<file path="config.mk">
export PLATFORM = sky130hd
export DESIGN_NAME = alu_chain_seq_flat
export DESIGN_NICKNAME = d
export VERILOG_FILES = /design/src/rtl/alu_chain_seq_if.sv /design/src/rtl/alu_chain_seq.sv /design/src/flat_wrapper.sv
export SDC_FILE = /design/constraint.sdc
export NUM_CORES = 1
export LEC_CHECK = 0
export ABC_AREA = 1
export BUFFER_PORTS_ARGS = -buffer_cell sky130_fd_sc_hd__buf_2
export CAP_MARGIN = 40
export CORE_MARGIN = 10
export CORE_UTILIZATION = 40
export DETAILED_ROUTE_END_ITERATION = 8
export HOLD_SLACK_MARGIN = 0.08
export PLACE_DENSITY = 0.71
export SYNTH_ARGS = -nofsm -noshare
export SYNTH_HDL_FRONTEND = slang
export SYNTH_SLANG_ARGS = --single-unit
</file>
<file path="constraint.sdc">
create_clock -name clk -period 2.1 [get_ports clk]
set_clock_uncertainty 0.1 [all_clocks]
set_input_delay 0.525 -clock clk [delete_from_list [all_inputs] [get_ports clk]]
set_output_delay 0.525 -clock clk [all_outputs]
set_load 0.01 [all_outputs]
</file>
<file path="src/rtl/alu_chain_seq_if.sv">
// Shared word/ALU types and the handshake bundle between alu_chain_seq and its neighbours.
// The slave modport is the chain sequencer; the master modport is whoever drives it.
package alu_chain_pkg;
    typedef logic [3:0] AluVal;
    localparam int W = $bits(AluVal);

    typedef enum logic [2:0] {
        ALU_ADD  = 3'd0,
        ALU_AND  = 3'd1,
        ALU_OR   = 3'd2,
        ALU_XOR  = 3'd3,
        ALU_XNOR = 3'd4
    } alu_cmd_e;

    typedef struct packed {
        alu_cmd_e cmd;
        logic     b_inv;
        logic     carry_in;
        logic     carry_disable;
        AluVal    a;
        AluVal    b;
    } AluArgs;

    typedef struct packed {
        AluVal res;
        logic  carry_out;
    } AluRet;

    localparam logic [2:0] OP_ADD  = 3'd0;
    localparam logic [2:0] OP_SUB  = 3'd1;
    localparam logic [2:0] OP_AND  = 3'd2;
    localparam logic [2:0] OP_OR   = 3'd3;
    localparam logic [2:0] OP_XOR  = 3'd4;
    localparam logic [2:0] OP_XNOR = 3'd5;
endpackage

interface alu_chain_seq_if;
    import alu_chain_pkg::*;

    logic       start;
    logic [2:0] op;
    logic [2:0] len;
    logic       busy;
    logic       in_valid;
    logic       in_ready;
    AluVal      in_d1;
    AluVal      in_d2;
    logic       out_valid;
    logic       out_ready;
    AluVal      out_res;
    logic       out_last;
    logic       carry_flag;
    logic       zero_flag;
    logic       done;
    AluArgs     alu_args;
    AluRet      alu_ret;

    modport slave (
        input  start, op, len, in_valid, in_d1, in_d2, out_ready, alu_ret,
        output busy, in_ready, out_valid, out_res, out_last, carry_flag, zero_flag, done, alu_args
    );

    modport master (
        output start, op, len, in_valid, in_d1, in_d2, out_ready, alu_ret,
        input  busy, in_ready, out_valid, out_res, out_last, carry_flag, zero_flag, done, alu_args
    );
endinterface

</file>
<file path="src/rtl/alu_chain_seq.sv">
// Purpose: sequences a multi-word ADD/SUB/logic op through an external ALU, LS word first.
// Latency: operand handshake to out_valid is 2 cycles; at most one word per 2 cycles.
// Backpressure: one-entry output buffer; a full buffer with out_ready low stalls EXEC.
module alu_chain_seq
    import alu_chain_pkg::*;
(
    input  logic           clk,
    input  logic           rst,
    alu_chain_seq_if.slave bus
);

    typedef enum logic [1:0] {S_IDLE, S_FETCH, S_EXEC, S_FLUSH} state_e;

    state_e     state_q, state_d;
    logic [2:0] op_q, op_d;
    logic [2:0] len_q, len_d;
    logic [3:0] cnt_q, cnt_d;
    logic       carry_q, carry_d;
    logic       zacc_q, zacc_d;
    AluVal      a_q, a_d;
    AluVal      b_q, b_d;
    logic       out_valid_q, out_valid_d;
    AluVal      out_res_q, out_res_d;
    logic       out_last_q, out_last_d;
    logic       carry_flag_q, carry_flag_d;
    logic       zero_flag_q, zero_flag_d;
    logic       done_q, done_d;
    logic       busy_q, busy_d;
    logic       in_ready_q, in_ready_d;

    logic       is_arith;
    logic       first_word;
    logic       last_word;
    logic       out_accept;
    AluArgs     args;

    assign is_arith   = (op_q == OP_ADD) || (op_q == OP_SUB);
    assign first_word = (cnt_q == 4'd0);
    assign last_word  = (cnt_q == {1'b0, len_q});
    assign out_accept = out_valid_q && bus.out_ready;

    // SUB runs as a + ~b + 1 on word 0, then ripples the carry register as not-borrow.
    always_comb begin
        args               = '0;
        args.a             = a_q;
        args.b             = b_q;
        args.carry_disable = 1'b0;
        case (op_q)
            OP_ADD: begin
                args.cmd      = ALU_ADD;
                args.carry_in = first_word ? 1'b0 : carry_q;
            end
            OP_SUB: begin
                args.cmd      = ALU_ADD;
                args.b_inv    = 1'b1;
                args.carry_in = first_word ? 1'b1 : carry_q;
            end
            OP_AND:  args.cmd = ALU_AND;
            OP_OR:   args.cmd = ALU_OR;
            OP_XOR:  args.cmd = ALU_XOR;
            OP_XNOR: args.cmd = ALU_XNOR;
            default: args.cmd = ALU_ADD;
        endcase
    end

    always_comb begin
        state_d      = state_q;
        op_d         = op_q;
        len_d        = len_q;
        cnt_d        = cnt_q;
        carry_d      = carry_q;
        zacc_d       = zacc_q;
        a_d          = a_q;
        b_d          = b_q;
        out_valid_d  = out_accept ? 1'b0 : out_valid_q;
        out_res_d    = out_res_q;
        out_last_d   = out_last_q;
        carry_flag_d = carry_flag_q;
        zero_flag_d  = zero_flag_q;
        done_d       = 1'b0;

        case (state_q)
            S_IDLE: begin
                if (bus.start && (bus.op <= OP_XNOR)) begin
                    op_d    = bus.op;
                    len_d   = bus.len;
                    cnt_d   = 4'd0;
                    carry_d = 1'b0;
                    zacc_d  = 1'b1;
                    state_d = S_FETCH;
                end
            end
            S_FETCH: begin
                if (bus.in_valid && in_ready_q) begin
                    a_d     = bus.in_d1;
                    b_d     = bus.in_d2;
                    state_d = S_EXEC;
                end
            end
            S_EXEC: begin
                if (!out_valid_q || bus.out_ready) begin
                    out_res_d   = bus.alu_ret.res;
                    out_valid_d = 1'b1;
                    out_last_d  = last_word;
                    carry_d     = is_arith ? bus.alu_ret.carry_out : 1'b0;
                    zacc_d      = zacc_q & (bus.alu_ret.res == '0);
                    cnt_d       = cnt_q + 4'd1;
                    state_d     = last_word ? S_FLUSH : S_FETCH;
                end
            end
            S_FLUSH: begin
                if (out_accept && out_last_q) begin
                    carry_flag_d = carry_q;
                    zero_flag_d  = zacc_q;
                    done_d       = 1'b1;
                    state_d      = S_IDLE;
                end
            end
            default: state_d = S_IDLE;
        endcase

        busy_d     = (state_d != S_IDLE);
        in_ready_d = (state_d == S_FETCH);
    end

    always_ff @(posedge clk) begin
        if (rst) begin
            state_q      <= S_IDLE;
            op_q         <= 3'd0;
            len_q        <= 3'd0;
            cnt_q        <= 4'd0;
            carry_q      <= 1'b0;
            zacc_q       <= 1'b0;
            a_q          <= '0;
            b_q          <= '0;
            out_valid_q  <= 1'b0;
            out_res_q    <= '0;
            out_last_q   <= 1'b0;
            carry_flag_q <= 1'b0;
            zero_flag_q  <= 1'b0;
            done_q       <= 1'b0;
            busy_q       <= 1'b0;
            in_ready_q   <= 1'b0;
        end else begin
            state_q      <= state_d;
            op_q         <= op_d;
            len_q        <= len_d;
            cnt_q        <= cnt_d;
            carry_q      <= carry_d;
            zacc_q       <= zacc_d;
            a_q          <= a_d;
            b_q          <= b_d;
            out_valid_q  <= out_valid_d;
            out_res_q    <= out_res_d;
            out_last_q   <= out_last_d;
            carry_flag_q <= carry_flag_d;
            zero_flag_q  <= zero_flag_d;
            done_q       <= done_d;
            busy_q       <= busy_d;
            in_ready_q   <= in_ready_d;
        end
    end

    assign bus.alu_args   = args;
    assign bus.busy       = busy_q;
    assign bus.in_ready   = in_ready_q;
    assign bus.out_valid  = out_valid_q;
    assign bus.out_res    = out_res_q;
    assign bus.out_last   = out_last_q;
    assign bus.carry_flag = carry_flag_q;
    assign bus.zero_flag  = zero_flag_q;
    assign bus.done       = done_q;

endmodule
</file>
<file path="src/flat_wrapper.sv">
// flat-port wrapper written by rule: the top's interface ports become plain ports
module alu_chain_seq_flat import alu_chain_pkg::*;
  (clk, rst, bus_start, bus_op, bus_len, bus_in_valid, bus_in_d1, bus_in_d2, bus_out_ready, bus_alu_ret, bus_busy, bus_in_ready, bus_out_valid, bus_out_res, bus_out_last, bus_carry_flag, bus_zero_flag, bus_done, bus_alu_args);
  alu_chain_seq_if bus_i ();
  input  logic clk;
  input  logic rst;
  input wire logic [$bits(bus_i.start)-1:0] bus_start;
  input wire logic [$bits(bus_i.op)-1:0] bus_op;
  input wire logic [$bits(bus_i.len)-1:0] bus_len;
  input wire logic [$bits(bus_i.in_valid)-1:0] bus_in_valid;
  input wire logic [$bits(bus_i.in_d1)-1:0] bus_in_d1;
  input wire logic [$bits(bus_i.in_d2)-1:0] bus_in_d2;
  input wire logic [$bits(bus_i.out_ready)-1:0] bus_out_ready;
  input wire logic [$bits(bus_i.alu_ret)-1:0] bus_alu_ret;
  output wire logic [$bits(bus_i.busy)-1:0] bus_busy;
  output wire logic [$bits(bus_i.in_ready)-1:0] bus_in_ready;
  output wire logic [$bits(bus_i.out_valid)-1:0] bus_out_valid;
  output wire logic [$bits(bus_i.out_res)-1:0] bus_out_res;
  output wire logic [$bits(bus_i.out_last)-1:0] bus_out_last;
  output wire logic [$bits(bus_i.carry_flag)-1:0] bus_carry_flag;
  output wire logic [$bits(bus_i.zero_flag)-1:0] bus_zero_flag;
  output wire logic [$bits(bus_i.done)-1:0] bus_done;
  output wire logic [$bits(bus_i.alu_args)-1:0] bus_alu_args;
  assign bus_i.start = bus_start;
  assign bus_i.op = bus_op;
  assign bus_i.len = bus_len;
  assign bus_i.in_valid = bus_in_valid;
  assign bus_i.in_d1 = bus_in_d1;
  assign bus_i.in_d2 = bus_in_d2;
  assign bus_i.out_ready = bus_out_ready;
  assign bus_i.alu_ret = bus_alu_ret;
  assign bus_busy = bus_i.busy;
  assign bus_in_ready = bus_i.in_ready;
  assign bus_out_valid = bus_i.out_valid;
  assign bus_out_res = bus_i.out_res;
  assign bus_out_last = bus_i.out_last;
  assign bus_carry_flag = bus_i.carry_flag;
  assign bus_zero_flag = bus_i.zero_flag;
  assign bus_done = bus_i.done;
  assign bus_alu_args = bus_i.alu_args;
  alu_chain_seq u_core (.clk(clk), .rst(rst), .bus(bus_i));
endmodule
</file>
Word-level counts from Yosys, hierarchy flattened --
Index checks and enable logic that the tools add are counted.
Storage, ports and cells: ROM bits 0, logic and storage cells 76, latch bits 0, memories kept 0, output and inout port bits 25, bits in writable memories 0, bits in registers 33, input port bits 24
Cells by class: reduce and logical (&&, ||, !) cells 19, equality and inequality tests 12, add/subtract/negate cells 1, order comparisons 1, shifts and indexed selects 0, multiplexer cells 25, $mul 0, bitwise operators 2, div/mod/pow operators 0
Operator list (count):
- 1-bit two-way mux | 12
- 3-bit one-hot mux with 4 select lines | 1
- 2-bit two-way mux | 5
- 4-bit logical NOT | 2
- 4-bit two-way mux | 2
- 2-bit one-hot mux with 4 select lines | 1
- 4-bit one-hot mux with 2 select lines | 1
- 2-bit AND reduction | 4
- 3-bit by 2-bit equality test with 1-bit output, second input constant | 2
- 3-bit equality test, second input constant | 2
- 1-bit one-hot mux with 2 select lines | 3
- 4-bit by 1-bit adder with 4-bit output, second input constant | 1
- 2-bit by 1-bit equality test with 1-bit output, second input constant | 2
- 2-bit equality test, second input constant | 2
- 4-bit by 3-bit equality test with 1-bit output | 1
- 1-bit logical AND | 4
- 2-bit by 1-bit inequality test with 1-bit output, second input constant | 2
- 2-bit nonzero test | 2
- 3-bit by 1-bit equality test with 1-bit output, second input constant | 1
- 3-bit <= comparator, second input constant | 1
- 3-bit logical NOT | 1
- 3-bit AND reduction | 1
- 2-bit logical NOT | 1
- 1-bit logical OR | 2
- 4 further kinds | 4

Longest topological paths before layout --
Gate-level depths: netlist of the first run.
depth in word-level cells 5, depth in mapped cells 10, depth with buffers taken out 10

Worst setup path before layout of the first run --
No wires, ideal clock.
path kind register to output, start register u_core.op_q[1], end output bus_alu_args[9], path slack 0.448 ns, cell stages (with the launch flop) 4, data required time 1.475 ns, arrival time 1.027 ns, path buffers 0, path through dfxtp_1 > nor3_1 > o21ai_0 > a21oi_1
On the way: cells in the longest elaborated chain, start to end 2, elaborated cells on any way between the ends 3, classes of those cells 1 x eq/ne; 1 x mux; 1 x reduce/logical
Ends and longest elaborated chain:
- from (decl) | line alu_chain_seq.sv:15 | logic [2:0] op_q, op_d;
- from (signal assigned) | line alu_chain_seq.sv:146 | op_q <= op_d;
- 3-bit by 1-bit equality test with 1-bit output / 3-bit logical NOT (equally long branches) | line alu_chain_seq.sv:48 | case (op_q)
- 1-bit one-hot mux with 2 select lines * | line alu_chain_seq.sv:48
- to (decl) | line flat_wrapper.sv:23 | output wire logic [$bits(bus_i.alu_args)-1:0] bus_alu_args;
Mark *: on every way between the ends. The rest lies on a longest branch, timed or not.

Worst setup path in the final report of the first run --
start register u_core.cnt_q[0], end output bus_alu_args[9]
On the way: cells in the longest elaborated chain, start to end 3, elaborated cells on any way between the ends 4, classes of those cells 3 x mux; 1 x reduce/logical
Ends and longest elaborated chain:
- from (decl) | line alu_chain_seq.sv:17 | logic [3:0] cnt_q, cnt_d;
- from (signal assigned) | line alu_chain_seq.sv:148 | cnt_q <= cnt_d;
- 4-bit logical NOT * | line alu_chain_seq.sv:38 | assign first_word = (cnt_q == 4'd0);
- 1-bit two-way mux, on equally long branches | line alu_chain_seq.sv:56, alu_chain_seq.sv:51
- 1-bit one-hot mux with 2 select lines * | line alu_chain_seq.sv:48
Marks and branches as above.

==> results, run 1 <==
- The run finished with clean final reports.
- The number of synthesized flops with an enable pin is 0.
- The total setup violations reported at the end of the flow is 0.
- The cell type with the largest total area after synthesis is sky130_fd_sc_hd__dfxtp_1.
- The share of cells above drive strength 1 is 0.3171.
- The all-layer global routing usage is 0.1111.
- The signal arrival time at the worst endpoint is 1.34 ns.
- Along the worst path, the maximum fanout reaches 3.
- The initial antenna violation count is 0.
- After synthesis, the cell types taking the most area are sky130_fd_sc_hd__dfxtp_1 46%, sky130_fd_sc_hd__nor2_1 9.9%, sky130_fd_sc_hd__nand2_1 7.0%, sky130_fd_sc_hd__a21oi_1 6.6%, sky130_fd_sc_hd__o21ai_0 5.6%.
- Global routing finished with a remaining overflow of 0.
- The combinational fraction of design power is 0.221.
- The cell at the root of the clock tree is sky130_fd_sc_hd__clkbuf_4.
- The fraction of synthesis flops using an asynchronous set or reset pin is 0.
- In this run, synthesis produced a sequential element count of 33.
- The final antenna diode count is 0.
- 49 I/O pins were placed.
- The gate count after technology mapping is 193.
- TritonCTS built the clock tree.
- The congestion estimate from routability-driven global placement came to 0.7779.
- In the finished design, the share of the clock period the worst path needs comes to 0.9380.
- Of the total power, the share spent switching nets is 0.2961.
- The final non-filler cell total is 292.
- The number of violations of the max-capacitance limit is 0.
- Before antenna repair, the detailed router went through 6 iterations.
- The insertion delay of the later-clocked pin in the worst-skew pair is 0.33 ns.
- The post-DP HPWL is 2.684 mm.
- The relative contribution of the clock network to total power is 0.317.
- The first-pass GRT wire length is 5.727 mm.
- Port buffering added 47 buffers.
- The final critical-path required period is 1.970 ns.
- STA puts the critical path data required time at 1.47 ns.
- The initial utilization of the core area, before any placement, comes to 0.4212.
- The count of unresolved DRC violations after routing is 0.
- In this run, post-CTS hold repair placed 0 buffers.
- After the first detailed-routing iteration, the DRC count stood at 44.
- Setup repair after global routing left no endpoint under its margin.
- The count of placed standard cells including taps is 282.
- The number of global-route vias before repair came to 1324.
- The largest net degree at the start of global routing is 27.
- The average cell area after synthesis is 7.455 um2.
- The total standard cell area after synthesis is 1439 um2.
- The maximum frequency from static timing analysis is 0.5077 GHz.
- The relative contribution of sequential cells to total power is 0.461.
- By instance count, the leading cell after synthesis is sky130_fd_sc_hd__nor2_1.
- The number of nets produced by synthesis is 219.
- The category of the most critical setup path is reg -> out.
- Internal power comes to 1.100 mW.
- The detailed router placed 1332 vias in this run.
- The max-slew violation count is 0.
- Of the synthesized area, sequential elements account for 0.4591.
- The static power due to leakage is 0.8983 nW.
- The CTS clock-pin slew for the worst setup and hold paths is 0.09 ns.
- Summed over all failing endpoints, the final setup total negative slack is 0 ns.
- Relative to the synthesized area, the layout overhead comes to 26.09%.
- The clock passes through at most 2 buffers.
- Clock tree synthesis inserted a total of 5 buffers.
- The number of endpoints with negative hold slack in the final report is 0.
- The count of synthesis-stage warnings from yosys is 0.
- The area of the core region is 3416 um2.
- Counting every sink on the clock net gives 33.
- From bottom edge to top edge, the die measures 79.98 um.
- Synthesis instantiated 22 different standard cells from the library.
- The average wire length per cell after detail routing is 12.00 um.
- In this run the worst hold path is classified as in -> reg.
- The fraction of synthesized cell area taken by the top area cell type is 0.4591.
- The highest ir drop seen on vdd is 0.5164 mV.
- Using the TritonRoute via totals, the vias-per-cell ratio works out to 4.562.
- From left edge to right edge, the die measures 79.98 um.
- Sorting the synthesized cells by how often they occur yields 38 x sky130_fd_sc_hd__nor2_1, 33 x sky130_fd_sc_hd__dfxtp_1, 27 x sky130_fd_sc_hd__nand2_1.
- The net count of the finished layout is 271.
- The reported net switching power is 0.4627 mW.
- In this run the power density over the cells is 861.3 nW/um2.
- After floorplanning, the core was divided into 21 placement rows.
- STA classifies the critical path endpoint as a primary output.
- In this run the number of H-tree levels came out at 2.
- The most used flip-flop cell after synthesis is sky130_fd_sc_hd__dfxtp_1.
- The type of element launching the critical path is a flip-flop.
- The final layout contains routed wiring with a total length of 3.505 mm.
- The remaining number of nets flagged by the antenna check after routing is 0.
- The die covers 6396 um2.
## metal layers
layer / GRT usage / routed length (um) / part of all wire
met1: 0.1192 / 1419 / 0.40
met2: 0.1774 / 1745 / 0.50
met3: 0.04392 / 265 / 0.076
met4: 0.07218 / 75 / 0.021
met5: 0 / 0 / 0
## kinds of logic (layout without fill, tap and decap cells)
family	Yosys count	after routing	synth area share
and+or+nand+nor	82	82	0.2687
AOI/OAI and AO/OA	45	45	0.1617
DFF	33	33	0.4591
buffers and inverters	30	83	0.09044
adders and majority gates	2	2	0.01739
other	1	1	0.002606
## flip-flops by register name, indices dropped and copies added, names as in the netlist, 2 cells and up
| name | flops |
|---|---|
| u_core.state_q | 2 |
| u_core.b_q | 4 |
| u_core.bus.out_res | 4 |
| u_core.cnt_q | 4 |
| u_core.a_q | 4 |
| u_core.len_q | 3 |
| u_core.op_q | 3 |
## area by class of cell
cell class              count  area, um2
fillers                   347       1602
repair buffers             49      250.2
clock inverters             1      30.03
well taps                  46      57.56
clock buffers               7      55.05
inverters                  26      107.6
flip-flops and latches     33      665.6
multi-input cells         130      648.1
## power groups by stage
stage | clock, mW | combinational [mW] | sequential [mW]
after floorplan | 0 | 0.227 | 0.744
after global placement | 0 | 0.340 | 0.733
after detailed placement | 0 | 0.345 | 0.735
after CTS | 0.507 | 0.346 | 0.721
after global routing | 0.530 | 0.392 | 0.729
final | 0.496 | 0.346 | 0.721
## stage by stage
| stage | hold slack, ns | total power [mW] | cell area (um2) | setup WS (ns) | util |
|---|---|---|---|---|---|
| 2_1_floorplan | 0.3436 | 0.9712 | 1439 | 0.4478 | - |
| 3_3_place_gp | 0.3583 | 1.074 | 1709 | 0.4330 | 0.5004 |
| 3_5_place_dp | 0.3659 | 1.080 | 1709 | 0.4026 | 0.5004 |
| 4_1_cts | 0.3014 | 1.575 | 1794 | 0.02067 | 0.5253 |
| 5_1_grt | 0.3270 | 1.651 | 1814 | 0.01615 | 0.5311 |
| 6_report | 0.3090 | 1.563 | 1814 | 0.1303 | 0.5311 |
## layout by cell type, fill, tap and decap left out, drive strengths merged
cell | Yosys | final
a21oi | 19 | 19
nor2 | 42 | 42
nand3 | 4 | 4
buf | 2 | 49
dfxtp | 33 | 33
nor3 | 5 | 5
bufinv | 0 | 1
nor4 | 1 | 1
conb | 1 | 1
inv | 26 | 26
o21ai | 25 | 25
ha | 2 | 2
nand2 | 30 | 30
o31ai | 1 | 1
clkbuf | 2 | 7
## critical path, stage by stage, from the launching register on
cell and delay [ns]:
sky130_fd_sc_hd__dfxtp_4 0.37, sky130_fd_sc_hd__inv_2 0.04, sky130_fd_sc_hd__ha_1 0.18, sky130_fd_sc_hd__nand3_1 0.09, sky130_fd_sc_hd__o21ai_1 0.07, sky130_fd_sc_hd__a21oi_1 0.11
sky130_fd_sc_hd__buf_2 0.14
## worst paths after layout
kind	start	end	slack (ns)	depth (start not counted)
min reg2reg	u_core.len_q[2]$_SDFFE_PP0P_	u_core.len_q[2]$_SDFFE_PP0P_	0.37	2
max	u_core.cnt_q[0]$_SDFFE_PP0P_	bus_alu_args[9]	0.13	6
min	bus_len[1]	u_core.len_q[1]$_SDFFE_PP0P_	0.31	3
max reg2reg	u_core.state_q[1]$_SDFF_PP0_	u_core.cnt_q[3]$_SDFFE_PP0P_	0.71	9
## repair_timing
item                                   in CTS  in global routing
gates resized for setup                     0                  5
buffers inserted                            0                  2
endpoints found under the hold margin       0                  0
setup endpoints to repair                   0                  1
Power figures use the tool's default switching activity.
==> run 2, diff against run 1 <==
--- a/config.mk
+++ b/config.mk
@@ -5,7 +5,7 @@
 export SDC_FILE = /design/constraint.sdc
 export NUM_CORES = 1
 export LEC_CHECK = 0
-export ABC_AREA = 1
+export ABC_AREA = 0
 export BUFFER_PORTS_ARGS = -buffer_cell sky130_fd_sc_hd__buf_2
 export CAP_MARGIN = 40
 export CORE_MARGIN = 10
@@ -13,6 +13,7 @@
 export DETAILED_ROUTE_END_ITERATION = 8
 export HOLD_SLACK_MARGIN = 0.08
 export PLACE_DENSITY = 0.71
+export REMOVE_ABC_BUFFERS = 1
 export SYNTH_ARGS = -nofsm -noshare
 export SYNTH_HDL_FRONTEND = slang
 export SYNTH_SLANG_ARGS = --single-unit
==> run 2 against run 1 <==
- global-route usage shrank 0.34 points
- first-iteration DRC count grew 30%
- critical path type unchanged
- sequential power grew 2%
- critical path depth is the same
- synthesized cell count shrank 12%
==> results, run 2 <==
- The number of distinct standard cells referenced by the synthesized netlist came to 33 (+50%).
- The total power consumption of the routed design is 1.403 mW (-10%).
- The remaining number of nets flagged by the antenna check after routing was 0 (unchanged).
- The area of the core region is 3363 um2 (-1.5%).
- The static power due to leakage is 0.7834 nW (-13%).
- The largest net degree at the start of global routing is 25 (-7.4%).
- The all-layer global routing usage is 0.1077 (-0.003415).
- The initial antenna violation count is 0 (unchanged).
- The fraction of synthesized cell area taken by the top area cell type came to 0.4702 (+0.01104).
- The final cycle utilization of the critical path is 0.9438 (+0.005880).
- The DRC marker count from the first detailed-route iteration is 57 (+30%).
- Measured against its own limit, the worst slew margin works out to 0.6694.
- The maximum frequency from static timing analysis is 0.5045 GHz (-0.62%).
- The level count of the clock H-tree is 2 (unchanged).
- The final critical-path required period is 1.982 ns (+0.01235 ns).
- The worst-case clock buffer depth came to 2 (unchanged).
- The core occupancy in the finished layout is 0.5286 (-0.002490).
- The maximum net fanout on the critical path is 5 (+2).
- Setup repair after global routing could not meet its margin everywhere.
- The average wire length per cell after detail routing is 12.99 um (+8.2%).
- The first-pass GRT wire length was 5.540 mm (-3.3%).
- The flow ran to the end, and the final reports show no timing, DRC or antenna violations.
- The type of element launching the critical path is a flip-flop.
- The capturing element type of the critical path is a primary output.
- The number of register bits inferred by synthesis is 33 (unchanged).
- The share of cells above drive strength 1 was 0.3303 (+0.01324).
- The area taken by flip-flops and latches was 669.4 um2 (+0.56%).
- The total routed wirelength is 3.467 mm (-1.1%).
- The overall via count from detail_route is 1293 (-2.9%).
- The number of endpoints with negative hold slack in the final report came to 0 (unchanged).
- The final non-filler cell total was 267 (-8.6%).
- The insertion delay of the later-clocked pin in the worst-skew pair is 0.33 ns (about the same).
- TritonCTS built the clock tree.
- The count of hold-fix buffers inserted at cts came to 0 (unchanged).
- The number of violations of the max-capacitance limit was 0 (unchanged).
- The count of buffers from port buffering is 47 (unchanged).
- The total standard cell area after synthesis is 1405 um2 (-2.3%).
- The multi-input combinational cell area came to 718.2 um2 (+11%).
- The gate count after technology mapping is 170 (-12%).
- The min-delay analysis places its worst path in the category in -> reg.
- The final antenna diode count is 0 (unchanged).
- CTS placed an instance of sky130_fd_sc_hd__clkbuf_4 at the clock tree root.
- The final total negative setup slack is 0 ns (unchanged).
- The most common cell in the netlist is sky130_fd_sc_hd__nand2_1.
- The die width is 79.27 um (-0.88%).
- The number of global-route vias before repair is 1264 (-4.5%).
- The number of clock buffers inserted by TritonCTS is 5 (unchanged).
- By area the synthesized netlist is led by sky130_fd_sc_hd__dfxtp_1 47%, sky130_fd_sc_hd__nand2_1 12%, sky130_fd_sc_hd__a21oi_1 9.3%, sky130_fd_sc_hd__nor3_1 2.8%, sky130_fd_sc_hd__xor2_1 2.5%.
- The floorplan die area came to 6284 um2 (-1.8%).
- The max-slew violation count is 0 (unchanged).
- The prevailing post-synth register cell is sky130_fd_sc_hd__dfxtp_1.
- The fraction of synthesis flops using an asynchronous set or reset pin is 0 (unchanged).
- The total placed instance area is 1677 um2 (-1.9%).
- After synthesis, the most frequently instantiated cells are 46 x sky130_fd_sc_hd__nand2_1, 33 x sky130_fd_sc_hd__dfxtp_1, 26 x sky130_fd_sc_hd__a21oi_1.
- The count of synthesis-stage warnings from yosys is 0 (unchanged).
- The critical path in this run is classified as reg -> out.
- The final standard cell area without fillers came to 1778 um2 (-2.0%).
- The highest ir drop seen on vdd is 0.4296 mV (-17%).
- The cell type with the largest total area after synthesis is sky130_fd_sc_hd__dfxtp_1.
- The initial cell density of the core is 0.4178 (-0.003463).
- For the pin with the worst max-slew slack, the measured transition is 0.4937 ns.
- The signal arrival time at the worst endpoint is 1.36 ns (+0.02 ns).
- The library cell used most frequently in the layout, excluding fill and tap cells, is sky130_fd_sc_hd__buf_2.
- The iteration count of the initial detailed-routing pass was 4 (-2).
- The vertical die dimension was 79.27 um (-0.88%).
- The number of nets in the final layout is 247 (-8.9%).
- The detailed-route vias per instance came to 4.843 (+6.2%).
- The post-DP HPWL was 2.568 mm (-4.3%).
- The final estimated routing congestion in global placement is 0.7402 (-4.8%).
- The power density over the cells is 789.1 nW/um2 (-8.4%).
- The total setup violations reported at the end of the flow is 0 (unchanged).
- The count of placed standard cells including taps was 258 (-8.5%).
- The area overhead of the layout relative to synthesis is 26.54%.
- The total I/O pin count was 49 (unchanged).
- The number of synthesized flops with an enable pin was 0 (unchanged).
- The aggregate global routing overflow is 0 (unchanged).
- The fill cell total of the finished layout came to 351 (+1.2%).
- The sequential-to-total area share from yosys stat came to 0.4702 (+0.01104).
- The top cell types in the final layout, fill and taps aside, are 47 x sky130_fd_sc_hd__buf_2, 45 x sky130_fd_sc_hd__nand2_1, 30 x sky130_fd_sc_hd__dfxtp_1.
- The worst endpoint required time was 1.47 ns (about the same).
- The CTS sink count is 33 (unchanged).
- The number of rows in the core area is 21 (unchanged).
- The CTS clock-pin slew for the worst setup and hold paths is 0.09 ns (about the same).
- The average cell area after synthesis is 8.265 um2 (+11%).
- The count of unresolved DRC violations after routing came to 0 (unchanged).
-- run 2: cell count changes after synthesis, moves of 4 or more --
cell / before / now
sky130_fd_sc_hd__nand2_1: 27 / 46
sky130_fd_sc_hd__nor3_1: 3 / 8
sky130_fd_sc_hd__inv_1: 17 / 4
sky130_fd_sc_hd__nor2_1: 38 / 5
sky130_fd_sc_hd__o21ai_0: 16 / 0
sky130_fd_sc_hd__inv_2: 7 / 0
sky130_fd_sc_hd__nand2b_1: 0 / 4
sky130_fd_sc_hd__xor2_1: 0 / 4
sky130_fd_sc_hd__o21ai_1: 9 / 3
sky130_fd_sc_hd__a21oi_1: 19 / 26
-- run 2: final cells by class --
type | count | area share
Tap cell | 46 | 0.03237
Multi-Input combinational cell | 127 | 0.4039
Clock buffer | 7 | 0.03096
Sequential cell | 33 | 0.3765
Inverter | 4 | 0.01126
Timing Repair Buffer | 50 | 0.1450
-- run 2: where the power goes --
part / internal, mW / switching, mW
Clock: 0.158 / 0.203
Sequential: 0.679 / 0.0523
Combinational: 0.134 / 0.177
Total: 0.971 / 0.432
-- run 2: path summary, 6_finish.rpt --
check / from / end / slack, ns / cells after the start
worst min register to register: u_core.bus.out_res[2]$_SDFFE_PP0P_ / u_core.bus.out_res[2]$_SDFFE_PP0P_ / 0.35 / 2
worst max register to register: u_core.state_q[0]$_SDFF_PP0_ / u_core.bus.in_ready$_SDFF_PP0_ / 0.56 / 3
worst min-delay path: bus_in_d1[3] / u_core.a_q[3]$_SDFFE_PP0P_ / 0.32 / 3
worst max-delay path: u_core.cnt_q[0]$_SDFFE_PP0P_ / bus_alu_args[9] / 0.12 / 6
-- run 2: timing repair --
| item | 4_1_cts | 5_1_grt |
|---|---|---|
| resized for setup | 2 | 11 |
| endpoints found under the setup margin | 1 | 1 |
| endpoints found under the hold margin | 0 | 0 |
| setup buffers | 0 | 2 |
| pin swaps | 0 | 2 |
-- run 2: layer usage --
layer  up-vias  track usage  routed length (um)
li1        676            -                   -
met1       581       0.1107                1441
met4         0      0.05376                  61
met2        30       0.1827                1713
met5         -            0                   0
met3         6      0.04730                 250
-- run 2: logic make-up (layout without fill, tap and decap cells) --
kind of cell             count (synthesis)  count (layout)  share of synthesized area
XOR/XNOR                                 5               5                    0.03117
flip-flops                              33              33                     0.4702
buffers and inverters                   10              61                    0.03117
multiplexers                             2               2                    0.01425
other                                    1               1                   0.002669
adder cells (fa/ha/maj)                  2               2                    0.01781
AO/OA/AOI/OAI                           35              35                     0.1425
AND/OR/NAND/NOR                         82              82                     0.2903
-- run 2: worst max-delay path, cell delays in order, from the launching register on --
cell and delay (ns):
sky130_fd_sc_hd__dfxtp_4 0.38, sky130_fd_sc_hd__inv_4 0.06, sky130_fd_sc_hd__ha_4 0.11, sky130_fd_sc_hd__nand2_2 0.04, sky130_fd_sc_hd__mux2i_1 0.11, sky130_fd_sc_hd__nor3_1 0.17
sky130_fd_sc_hd__buf_2 0.16
-- run 2: through the flow --
| step | setup slack [ns] | hold WS [ns] |
|---|---|---|
| after detailed placement | 0.3491 | 0.3441 |
| after CTS | 0.03725 | 0.3080 |
| after global placement | 0.3902 | 0.3398 |
| after floorplan | 0.4533 | 0.3244 |
| after global routing | -0.02544 | 0.3152 |
| final | 0.1179 | 0.3171 |
==> run 3, diff against run 2 <==
==> constraint.sdc (replaced) <==
create_clock -name clk -period 2.1 [get_ports clk]
set_clock_uncertainty 0.1 [all_clocks]
set_input_delay 0.42 -clock clk [delete_from_list [all_inputs] [get_ports clk]]
set_output_delay 0.42 -clock clk [all_outputs]
set_load 0.01 [all_outputs]
==> run 3 against run 2 <==
- utilization fell by 1.5 points
- combinational power fell by 3%
- first-iteration DRC count rose by 54%
- non-clock buffer count fell by 2
- setup slack improved by 0.041 ns
- critical path depth did not move
- clock-buffer cell count rose by 1
- total power fell by 3.2%
- routed wire length fell by 1.8%
- sequential power barely moved
- clock power fell by 9.4%
- final cell count fell by 0.37%
==> results, run 3 (synthesis results as in run 2) <==
- The type of the tightest min-delay check is in -> reg.
- The aggregate global routing overflow is 0 (unchanged).
- The final critical-path required period was 1.941 ns (-0.04086 ns).
- The remaining number of nets flagged by the antenna check after routing came to 0 (unchanged).
- The worst endpoint required time came to 1.58 ns (+0.11 ns).
- Setup repair after global routing left no endpoint under its margin.
- The total setup violations reported at the end of the flow is 0 (unchanged).
- The total routed wirelength was 3.405 mm (-1.8%).
- The level count of the clock H-tree is 2 (unchanged).
- The kind of cell adding the most delay to the critical path is flip-flops.
- The worst-case clock buffer depth is 2 (unchanged).
- The count of unresolved DRC violations after routing is 0 (unchanged).
- The post-DP HPWL is 2.616 mm (+1.9%).
- The maximum frequency from static timing analysis was 0.5151 GHz (+2.1%).
- The insertion delay of the later-clocked pin in the worst-skew pair is 0.32 ns (about the same).
- The highest ir drop seen on vdd is 0.3307 mV (-23%).
- The share of cells above drive strength 1 was 0.2864 (-0.04395).
- Walking the worst path, the cells encountered are inv_1 > ha_1 > nand2_1 > mux2i_1 > nor3_1 > buf_2.
- The final non-filler cell total was 266 (-0.37%).
- The CTS sink count is 33 (unchanged).
- The number of clock buffers inserted by TritonCTS was 5 (unchanged).
- The worst-margin pin slew came to 0.4994 ns (+0.005657 ns).
- The headroom to the max-slew limit was 0.6656 (-0.003788).
- The final cycle utilization of the critical path is 0.9244 (-0.01946).
- The core occupancy in the finished layout is 0.5134 (-0.01525).
- The total buffers and inverters traversed by the critical path came to 2 (unchanged).
- The die width is 79.27 um (unchanged).
- The maximum net fanout on the critical path is 5 (unchanged).
- The flow ran to the end, and the final reports show no timing, DRC or antenna violations.
- The power density over the cells came to 786.7 nW/um2 (-0.30%).
- The count of hold-fix buffers inserted at cts is 0 (unchanged).
- The iteration count of the initial detailed-routing pass is 4 (unchanged).
- The final total negative setup slack is 0 ns (unchanged).
- The initial antenna violation count is 0 (unchanged).
- The floorplan die area came to 6284 um2 (unchanged).
- The largest net degree at the start of global routing is 25 (unchanged).
- The delay of the slowest critical-path stage is 0.42 ns (+0.04 ns).
- The detailed-route vias per instance was 4.842 (about the same).
- The initial cell density of the core is 0.4178 (unchanged).
- The area overhead of the layout relative to synthesis is 22.89%.
- The highest-delay cell along the critical path is sky130_fd_sc_hd__dfxtp_1.
- The first-pass GRT wire length came to 5.623 mm (+1.5%).
- The cell at the root of the clock tree is sky130_fd_sc_hd__clkbuf_4.
- The CTS clock-pin slew for the worst setup and hold paths is 0.09 ns (about the same).
- The number of violations of the max-capacitance limit came to 0 (unchanged).
- The top cell types in the final layout, fill and taps aside, are 47 x sky130_fd_sc_hd__buf_2, 46 x sky130_fd_sc_hd__nand2_1, 32 x sky130_fd_sc_hd__dfxtp_1.
- The total power consumption of the routed design is 1.358 mW (-3.2%).
- The signal arrival time at the worst endpoint is 1.42 ns (+0.06 ns).
- The average wire length per cell after detail routing is 12.80 um (-1.4%).
- The worst setup path is launched from a flip-flop.
- The setup path with the least slack is of type reg -> out.
- The static power due to leakage is 0.7634 nW (-2.6%).
- The number of endpoints with negative hold slack in the final report is 0 (unchanged).
- The final antenna diode count was 0 (unchanged).
- The vertical die dimension is 79.27 um (unchanged).
- TritonCTS built the clock tree.
- The number of rows in the core area came to 21 (unchanged).
- The total I/O pin count is 49 (unchanged).
- The final estimated routing congestion in global placement is 0.7430 (+0.38%).
- The leading cell type in the layout, fill and taps excluded is sky130_fd_sc_hd__buf_2.
- The max-slew violation count is 0 (unchanged).
- The count of placed standard cells including taps was 258 (unchanged).
- The count of buffers from port buffering is 47 (unchanged).
- The worst hold slack was 0.2263 ns (-0.09079 ns).
- The number of global-route vias before repair is 1189 (-5.9%).
- The DRC marker count from the first detailed-route iteration is 88 (+54%).
- The worst setup path is captured at a primary output.
- The all-layer global routing usage is 0.1100 (+0.002336).
- The overall via count from detail_route is 1288 (-0.39%).
- The area of the core region is 3363 um2 (unchanged).
- The number of nets in the final layout is 245 (-0.81%).
## run 3: repair_timing
item,CTS,global route
endpoints found under the setup margin,0,1
gates resized for setup,0,1
endpoints found under the hold margin,0,0
setup buffers,0,0
## run 3: power by group
group / switching (mW) / internal, mW
Combinational: 0.174 / 0.127
Sequential: 0.0512 / 0.680
Clock: 0.192 / 0.133
## run 3: routing by layer
layer | wire [um] | global-route usage | vias to the layer above
met5 | 0 | 0 | -
met3 | 200 | 0.04505 | 4
met1 | 1470 | 0.1257 | 582
met2 | 1680 | 0.1786 | 31
met4 | 53 | 0.04301 | 0
li1 | - | - | 671
## run 3: worst paths after layout
kind,cells past startpoint,end,start,slack (ns)
max,6,bus_alu_args[9],u_core.cnt_q[1]$_SDFFE_PP0P_,0.16
min,3,u_core.b_q[0]$_SDFFE_PP0P_,bus_in_d2[0],0.23
max reg2reg,3,u_core.bus.in_ready$_SDFF_PP0_,u_core.state_q[0]$_SDFF_PP0_,0.55
min reg2reg,2,u_core.bus.out_res[0]$_SDFFE_PP0P_,u_core.bus.out_res[0]$_SDFFE_PP0P_,0.36
## run 3: area by class of cell
type,instances,area [um2]
Timing Repair Buffer,48,242.7
Multi-Input combinational cell,127,700.7
Tap cell,46,57.56
Sequential cell,33,661.9
Fill cell,354,1637
Inverter,4,15.01
Clock buffer,8,48.80
## run 3: worst register-to-register path, cell delays in order, from the launching register on
cell                       delay (ns)
sky130_fd_sc_hd__dfxtp_1         0.50
sky130_fd_sc_hd__nand4b_2        0.34
sky130_fd_sc_hd__a31o_1          0.34
sky130_fd_sc_hd__o21ba_1         0.18
## run 3: metrics by stage
step	cell area [um2]	setup slack (ns)
after CTS	1725	0.1156
after floorplan	1376	0.5583
after global routing	1727	0.01626
after global placement	1677	0.4955
after detailed placement	1677	0.4827
final	1727	0.1588
